## config.mk

```make
export PLATFORM = sky130hd
export DESIGN_NAME = mist_video_out_stage
export DESIGN_NICKNAME = d
export VERILOG_FILES = /design/src/rtl/mist_video_out_stage_pkg.sv /design/src/rtl/mist_video_out_stage_delay.sv /design/src/rtl/mist_video_out_stage_pol.sv /design/src/rtl/mist_video_out_stage.sv
export SDC_FILE = /design/constraint.sdc
export NUM_CORES = 1
export LEC_CHECK = 0
export ABC_CLOCK_PERIOD_IN_PS = 3850
export BUFFER_PORTS_ARGS = -buffer_cell sky130_fd_sc_hd__clkbuf_2
export CAP_MARGIN = 10
export CORE_UTILIZATION = 47
export DETAILED_ROUTE_END_ITERATION = 6
export GPL_ROUTABILITY_DRIVEN = 0
export PLACE_DENSITY = 0.79
export SLEW_MARGIN = 20
export SYNTH_ARGS = -nofsm -noshare
export SYNTH_HDL_FRONTEND = slang
export SYNTH_SLANG_ARGS = --single-unit
```

## constraint.sdc

```tcl
create_clock -name clk_sys -period 3.85 [get_ports clk_sys]
set_input_delay 0.385 -clock clk_sys [delete_from_list [all_inputs] [get_ports clk_sys]]
set_output_delay 0.385 -clock clk_sys [all_outputs]
set_load 0.005 [all_outputs]
```

## src/rtl/mist_video_out_stage_pkg.sv

```systemverilog
// Shared types, csync encodings and colour expansion for the MiST video output stage.
package mist_video_out_stage_pkg;

    localparam logic CS_XOR = 1'b0;
    localparam logic CS_AND = 1'b1;

    typedef struct packed {
        logic hs;
        logic vs;
        logic blank;
    } sync_bus_t;

    localparam sync_bus_t SYNC_IDLE = '{hs: 1'b0, vs: 1'b0, blank: 1'b1};

    // MSB-first replication of the in_d-bit value into out_d bits
    function automatic logic [7:0] expand(
        input logic [7:0] x,
        input int         in_d,
        input int         out_d
    );
        logic [7:0] r;
        r = '0;
        for (int i = 0; i < 8; i++) begin
            if (i < out_d) begin
                r[3'(out_d - 1 - i)] = x[3'(in_d - 1 - (i % in_d))];
            end
        end
        return r;
    endfunction

endpackage

```

## src/rtl/mist_video_out_stage_delay.sv

```systemverilog
// Fixed-length shift register with synchronous reset to INIT; zero depth is a wire.
module video_delay_line #(
    parameter int               WIDTH = 3,
    parameter int               DEPTH = 3,
    parameter logic [WIDTH-1:0] INIT  = '0
) (
    input  logic             clk_sys,
    input  logic             reset,
    input  logic [WIDTH-1:0] din,
    output logic [WIDTH-1:0] dout
);

    generate
        if (DEPTH == 0) begin : g_bypass
            logic unused_clk;
            assign unused_clk = clk_sys ^ reset;
            assign dout = din;
        end else begin : g_sr
            logic [WIDTH-1:0] sr_q [DEPTH];
            logic [WIDTH-1:0] sr_d [DEPTH];

            always_comb begin
                sr_d[0] = din;
                for (int i = 1; i < DEPTH; i++) begin
                    sr_d[i] = sr_q[i-1];
                end
            end

            always_ff @(posedge clk_sys) begin
                for (int i = 0; i < DEPTH; i++) begin
                    if (reset) sr_q[i] <= INIT;
                    else       sr_q[i] <= sr_d[i];
                end
            end

            assign dout = sr_q[DEPTH-1];
        end
    endgenerate

endmodule

```

## src/rtl/mist_video_out_stage_pol.sv

```systemverilog
// Sync polarity detector: compares high and low phase lengths at each rising edge.
module sync_pol_detect #(
    parameter int CNT_WIDTH = 12
) (
    input  logic clk_sys,
    input  logic reset,
    input  logic sync_in,
    output logic pol
);

    localparam logic [CNT_WIDTH-1:0] CNT_MAX = '1;

    logic [CNT_WIDTH-1:0] hi_cnt_q, hi_cnt_d;
    logic [CNT_WIDTH-1:0] lo_cnt_q, lo_cnt_d;
    logic                 prev_q, prev_d;
    logic                 pol_q, pol_d;

    always_comb begin
        hi_cnt_d = hi_cnt_q;
        lo_cnt_d = lo_cnt_q;
        pol_d    = pol_q;
        prev_d   = sync_in;
        if (sync_in && !prev_q) begin
            if (hi_cnt_q != '0 && lo_cnt_q != '0) begin
                pol_d = hi_cnt_q < lo_cnt_q;
            end
            hi_cnt_d = CNT_WIDTH'(1);
            lo_cnt_d = '0;
        end else if (sync_in) begin
            if (hi_cnt_q != CNT_MAX) hi_cnt_d = hi_cnt_q + 1'b1;
        end else begin
            if (lo_cnt_q != CNT_MAX) lo_cnt_d = lo_cnt_q + 1'b1;
        end
    end

    always_ff @(posedge clk_sys) begin
        if (reset) begin
            hi_cnt_q <= '0;
            lo_cnt_q <= '0;
            prev_q   <= 1'b0;
            pol_q    <= 1'b0;
        end else begin
            hi_cnt_q <= hi_cnt_d;
            lo_cnt_q <= lo_cnt_d;
            prev_q   <= prev_d;
            pol_q    <= pol_d;
        end
    end

    assign pol = pol_q;

endmodule

```

## src/rtl/mist_video_out_stage.sv

```systemverilog
// Final MiST video output: sync polarity detect, sync/blank delay, csync, blanking, colour expand.
module mist_video_out_stage
    import mist_video_out_stage_pkg::*;
#(
    parameter int   IN_DEPTH   = 6,
    parameter int   OUT_DEPTH  = 6,
    parameter int   SYNC_DELAY = 3,
    parameter int   CNT_WIDTH  = 12,
    parameter int   USE_BLANKS = 0,
    parameter logic HS_OUT_POL = 1'b0,
    parameter logic VS_OUT_POL = 1'b0
) (
    input  logic                 clk_sys,
    input  logic                 reset,
    input  logic                 csync_en,
    input  logic                 sync_and,
    input  logic [IN_DEPTH-1:0]  R,
    input  logic [IN_DEPTH-1:0]  G,
    input  logic [IN_DEPTH-1:0]  B,
    input  logic                 HSync,
    input  logic                 VSync,
    input  logic                 HBlank,
    input  logic                 VBlank,
    output logic [OUT_DEPTH-1:0] VGA_R,
    output logic [OUT_DEPTH-1:0] VGA_G,
    output logic [OUT_DEPTH-1:0] VGA_B,
    output logic                 VGA_HS,
    output logic                 VGA_VS,
    output logic                 hs_pol,
    output logic                 vs_pol
);

    sync_bus_t      sync_raw, sync_dly;
    logic [2:0]     dly_w;
    logic           hs_a, vs_a, cs_a, hs_sel;
    logic [7:0]     r_x, g_x, b_x;
    logic           unused_x;

    logic [OUT_DEPTH-1:0] vga_r_q, vga_r_d;
    logic [OUT_DEPTH-1:0] vga_g_q, vga_g_d;
    logic [OUT_DEPTH-1:0] vga_b_q, vga_b_d;
    logic                 vga_hs_q, vga_hs_d;
    logic                 vga_vs_q, vga_vs_d;

    sync_pol_detect #(.CNT_WIDTH(CNT_WIDTH)) u_hs_pol (
        .clk_sys (clk_sys),
        .reset   (reset),
        .sync_in (HSync),
        .pol     (hs_pol)
    );

    sync_pol_detect #(.CNT_WIDTH(CNT_WIDTH)) u_vs_pol (
        .clk_sys (clk_sys),
        .reset   (reset),
        .sync_in (VSync),
        .pol     (vs_pol)
    );

    assign hs_a = HSync ^ ~hs_pol;
    assign vs_a = VSync ^ ~vs_pol;

    always_comb begin
        sync_raw.hs    = hs_a;
        sync_raw.vs    = vs_a;
        sync_raw.blank = (USE_BLANKS != 0) ? (HBlank | VBlank) : (hs_a | vs_a);
    end

    video_delay_line #(
        .WIDTH (3),
        .DEPTH (SYNC_DELAY),
        .INIT  (SYNC_IDLE)
    ) u_delay (
        .clk_sys (clk_sys),
        .reset   (reset),
        .din     (sync_raw),
        .dout    (dly_w)
    );

    assign sync_dly = sync_bus_t'(dly_w);

    always_comb begin
        cs_a   = (sync_and == CS_AND) ? (sync_dly.hs | sync_dly.vs)
                                      : (sync_dly.hs ^ sync_dly.vs);
        hs_sel = csync_en ? cs_a : sync_dly.hs;
        r_x    = expand(8'(R), IN_DEPTH, OUT_DEPTH);
        g_x    = expand(8'(G), IN_DEPTH, OUT_DEPTH);
        b_x    = expand(8'(B), IN_DEPTH, OUT_DEPTH);

        vga_hs_d = hs_sel ? HS_OUT_POL : ~HS_OUT_POL;
        vga_vs_d = csync_en ? 1'b1 : (sync_dly.vs ? VS_OUT_POL : ~VS_OUT_POL);
        vga_r_d  = sync_dly.blank ? '0 : r_x[OUT_DEPTH-1:0];
        vga_g_d  = sync_dly.blank ? '0 : g_x[OUT_DEPTH-1:0];
        vga_b_d  = sync_dly.blank ? '0 : b_x[OUT_DEPTH-1:0];
    end

    // upper expansion bits are dead when OUT_DEPTH < 8
    assign unused_x = ^{r_x, g_x, b_x};

    always_ff @(posedge clk_sys) begin
        if (reset) begin
            vga_r_q  <= '0;
            vga_g_q  <= '0;
            vga_b_q  <= '0;
            vga_hs_q <= ~HS_OUT_POL;
            vga_vs_q <= ~VS_OUT_POL;
        end else begin
            vga_r_q  <= vga_r_d;
            vga_g_q  <= vga_g_d;
            vga_b_q  <= vga_b_d;
            vga_hs_q <= vga_hs_d;
            vga_vs_q <= vga_vs_d;
        end
    end

    assign VGA_R  = vga_r_q;
    assign VGA_G  = vga_g_q;
    assign VGA_B  = vga_b_q;
    assign VGA_HS = vga_hs_q;
    assign VGA_VS = vga_vs_q;

endmodule

```

* Yosys cells after proc, flatten, opt, wreduce, memory -nomap -nowiden
Memories as Yosys holds them, arrays and structs flattened.
Cells that the tools add are included.
** Storage, ports and cells
- Register bits after elaboration :: 72
- Bits in writable memories :: 9
- Output and inout bits :: 22
- Word-level logic and storage cells :: 83
- Memories kept :: 1
** Memories
- u_delay.g_sr.sr_q :: words 3, width 3, read ports 3, clocked after memory_dff 0, write ports 3, line mist_video_out_stage_delay.sv:19 : logic [WIDTH-1:0] sr_q [DEPTH];
** Operators by class
- Add/subtract/negate cells :: 4
- Order comparisons :: 2
- Eq/ne operators :: 4
- Multiplexer cells :: 16
- Bitwise operators :: 12
- Reductions and logical operators :: 26
** Operators with widths (number)
- 12-bit by 1-bit adder with 12-bit output, second input constant :: 4
- 12-bit inequality test, second input constant :: 4
- 12-bit nonzero test :: 4
- 12-bit < comparator :: 2
- 2-bit AND reduction :: 8
- 1-bit 2-to-1 mux :: 13
- 3-bit 2-to-1 mux :: 3
- 2-bit nonzero test :: 4
- 2-bit OR reduction :: 4
- 1-bit bitwise OR :: 5
- 1-bit logical AND :: 4
- 1-bit inverter :: 4
- 1-bit bitwise XOR :: 3
- 1-bit zero test :: 2

* Depth between registers and ports, before layout
An unclocked memory read counts as a cell.
- Depth in word-level cells :: 5
- Depth in mapped cells :: 7
- Depth with buffers taken out :: 6

* Cells and area by module
From an unflattened synthesis, not the netlist that was laid out.
** Second synthesis, totals
- Cell total of the unflattened synthesis :: 457
- Area, all modules :: 4052.6 um^2
** Modules (own cells, without submodules)
- sync_pol_detect (u_vs_pol) :: instances 1, cells an instance 199, area each 1690.4 um^2, sequential area each 520.5 um^2
- sync_pol_detect (u_hs_pol) :: instances 1, cells an instance 194, area each 1636.6 um^2, sequential area each 520.5 um^2
- mist_video_out_stage :: instances 1, cells an instance 46, area each 489.2 um^2, sequential area each 280.3 um^2
- video_delay_line :: instances 1, cells an instance 18, area each 236.5 um^2, sequential area each 180.2 um^2

* Worst setup path after synthesis
No wires, ideal clock.
- Path kind :: reg2reg
- Start point :: register u_hs_pol.hi_cnt_q[0]
- End point :: register u_hs_pol.hi_cnt_q[5]
- Data arrival time :: 1.590 ns
- Slack :: 2.190 ns
- Cell stages (with the launch flop) :: 7
- Path buffers :: 1
- Clock period less this slack :: 1.660 ns
- Path through :: dfxtp_1 ha_1 and4_1 and4_1 clkbuf_1 or4_1 a21oi_1
** On the way
- Word-level cells in the longest chain between the ends :: 2
** Ends and longest elaborated chain
- from (decl) :: line mist_video_out_stage_pol.sv:13 : logic [CNT_WIDTH-1:0] hi_cnt_q, hi_cnt_d;
- from (signal assigned) :: line mist_video_out_stage_pol.sv:43 : hi_cnt_q <= hi_cnt_d;
- parallel branches: the longest is 2 deep, another holds 12-bit by 1-bit adder with 12-bit output
Several ways; the timed one is not identified.
A chain may end at the register's enable or synchronous reset.

* Final worst setup path
- Start point :: register u_hs_pol.lo_cnt_q[0]
- End point :: register u_hs_pol.lo_cnt_q[11]
** On the way
- Word-level cells in the longest chain between the ends :: 2
** Ends and longest elaborated chain
- from (decl) :: line mist_video_out_stage_pol.sv:14 : logic [CNT_WIDTH-1:0] lo_cnt_q, lo_cnt_d;
- from (signal assigned) :: line mist_video_out_stage_pol.sv:44 : lo_cnt_q <= lo_cnt_d;
- parallel branches: the longest is 2 deep, another holds 12-bit by 1-bit adder with 12-bit output
Several ways; the timed one is not identified.

==> impl_metrics.toml <==
[status]
outcome = "finished clean"

[global_route]
gr-usage-met2_pct = 37.0
grt_overflow = 0
first_global_vias = 3289
grt_pass1_wl_mm = 14.6
grt_util_met3_pct = 5.74
grt_usage_pct = 20.8
grt_max_degree = 25
grtUsageMet1_pct = 23.7
antenna_found_initial = 0
busiest_layer = "met2"

[min_path]
hold_class = "in2reg"

[worst_setup_path]
rr_worst_depth = 5
reg2reg_from = "u_hs_pol.lo_cnt_q[0]"
path_cells = "ha_1, nand3_1, o31ai_4, nor4_1, mux2_2"
crit_cells = 5
worstReg2RegEnd = "u_hs_pol.lo_cnt_q[11]"
crit_family = "compound AO/OA/AOI/OAI gates"
cp_max_fo = 15
required_ns = 4.07
r2r_setup_slack_ns = 1.91
endpoint_kind = "flop"
crit_path_start_kind = "flop"
cp_num_buf_inv = 0
cp-endpoint = "u_hs_pol.lo_cnt_q[11]"
critPathKind = "reg2reg"
crit_path_top_delay_cell = "o31ai_4"
crit_arrival_ns = 2.16
crit_path_start = "u_hs_pol.lo_cnt_q[0]"
slowest_delay_ns = 0.52

[power]
pwr-share-clk_pct = 44.4
power_switching_mw = 0.353
p_int_mw = 1.22
vdd_drop_max_mv = 0.290
power.leakage_nw = 1.68
p_total_mw = 1.57
powerDensity_nw_per_um2 = 358
seqPwrFrac_pct = 50.6
pwr-share-comb_pct = 5.1
switching_share_pct = 22.4

[clock_tree]
cts_resized = 0
cts_tree = "built"
clkTransAtPathRegs_ns = 0.08
root_buffer = "clkbuf_8"
insertion_delay_ns = 0.35
hold_buffers = 0
clock_path_buffers = 2
cts_made_buffers = 9
cts.sinks = 75
h-tree-depth = 3
post_cts_buffers = 0

[detailed_routing]
routed_wirelength_mm = 8.73
avgRoutedWirePerCell_um = 14.6
viasPerCell = 5.79
drcViolationCount = 0
drt-initial-drc-count = 122
dr.pass1.iters = 4
vias = 3460
postRouteAntennaNets = 0

[yosys]
ys_warn_count = 0
synth_flop_cell = "dfxtp_1"
syn_avg_cell_area_um2 = 8.62
synth_edf_count = 0
ys_ff_latch = 75
synth.cell_area_um2 = 3970
ys_types = 49
synth.largest_area_cell = "dfxtp_1"
synth.top_cell.area_share_pct = 37.8
syn_inst = 461
synth-async-reset-ratio_pct = 0
yosysSeqAreaShare_pct = 37.8
synth_area_leaders = "dfxtp_1 38%, ha_1 9.8%, a21oi_1 3.9%"

[placed_design]
dp_slack_ns = 1.83
dp_cells = 582
hpwlAfterDp_mm = 6.27
postPlaceCellArea_um2 = 4160
io_buffers = 33

[floorplan]
fp.dieH_um = 94.0
initial_core_util_pct = 48.4
row_count = 33
chipWidth_um = 94.0
die_area_um2 = 8830
io_pins = 48
core_area_um2 = 8220

[timing]
finalClockSkew_ns = 0.0136
finalCriticalPeriod_ns = 1.94
max_freq_mhz = 516
slew_headroom_pct = 37.1
hold_violations = 0
setup_violations = 0
grt_setup_unrepaired = "no"
slew_viol_final = 0
holdWs_ns = 0.233
tightest_slew_ns = 0.944
fin_setup_tns_ns = 0
min_period_over_period_pct = 50.4
layout_setup_ws_ns = 1.91

[run]
drv_cap = 0

[finish]
layout.nets = 545
num_antenna_cells = 0
final_cell_area_um2 = 4390
drive_gt1_share_pct = 13.4
fillCellCount = 746
layoutNonFillerInstCount = 598
syn_to_final_growth_pct = 10.6
fin_util_pct = 53.5
==> logic make-up (layout without fill, tap and decap cells) <==
logic type,Yosys count,count (layout),share of synthesized area (%)
XOR/XNOR,8,8,1.76
other,1,6,0.0944
adder cells (fa/ha/maj),31,31,9.76
AND/OR/NAND/NOR,183,183,26.3
AO/OA/AOI/OAI,98,98,16.2
buffers and inverters,60,87,6.86
flip-flops,75,75,37.8
multiplexers,5,5,1.32
==> synth_stat cells, types with 6 or more instances <==
cell type,number
dfxtp_1,75
inv_1,37
a21oi_1,31
ha_1,31
nor2_1,30
nand2_1,23
o21ai_0,19
nand3_1,17
nor3_1,16
and2_1,15
nand4_1,14
o31ai_1,12
and3_1,10
or4_1,10
nor2b_1,8
and4_1,7
buf_4,7
clkbuf_1,7
or3_1,7
xnor2_1,7
a211oi_1,6
a31oi_1,6
nand2b_1,6
nor4_1,6
==> how the worst min path moves through the flow <==
stage	from	to	slack, ns	cells after the start
after global placement	u_delay.g_sr.sr_q[1][0]	u_delay.g_sr.sr_q[2][0]	0.40	1
after detailed placement	u_delay.g_sr.sr_q[0][0]	u_delay.g_sr.sr_q[1][0]	0.40	1
after global routing	R[2]	VGA_R[2]	0.23	2
after floorplan	u_delay.g_sr.sr_q[0][0]	u_delay.g_sr.sr_q[1][0]	0.39	1
final	G[1]	VGA_G[1]	0.23	2
after CTS	G[1]	VGA_G[1]	0.22	2
==> flip-flops by register name, summed over array words and instances (netlist names) <==
register and count:
VGA_B 4, VGA_G 4, VGA_HS 1, VGA_R 4
VGA_VS 1, u_delay.g_sr.sr_q 9, u_hs_pol.hi_cnt_q 12, u_hs_pol.lo_cnt_q 12
u_hs_pol.pol 1, u_hs_pol.prev_q 1, u_vs_pol.hi_cnt_q 12, u_vs_pol.lo_cnt_q 12
u_vs_pol.pol 1, u_vs_pol.prev_q 1
==> power groups by stage <==
stage               logic, mW  registers, mW  clock network, mW
CTS                    0.0799          0.795              0.710
global placement       0.0761          0.813                  0
detailed placement     0.0794          0.814                  0
floorplan              0.0630          0.811                  0
finish                 0.0800          0.795              0.698
global route           0.0909          0.797              0.748
==> per-layer routing <==
| metal | part of all wire (%) | wire [µm] |
|---|---|---|
| met4 | 1.2 | 108 |
| met1 | 43 | 3730 |
| met3 | 3.8 | 329 |
| met5 | 0 | 0 |
| met2 | 52 | 4560 |
==> area by class of cell <==
class	instances	area (µm²)	share of cell area [%]
multi-input combinational	331	2220	50.5
sequential	75	1500	34.2
timing repair buffer	33	165	3.76
clock buffer	11	151	3.45
inverter	38	143	3.25
tap	105	131	2.99
clock inverter	5	83.8	1.91
==> cells in the final DEF (no fill, tap or decap), types with 10 or more instances in the layout <==
cell / count
nand4_1: 14
inv_1: 37
o21ai_0: 19
clkbuf_8: 11
or4_1: 10
clkbuf_2: 33
a21oi_1: 31
nor3_1: 16
nand2_1: 23
dfxtp_1: 75
nor2_1: 30
and2_1: 15
o31ai_1: 12
nand3_1: 17
ha_1: 31
and3_1: 10
(Power assumes the default switching activity.)
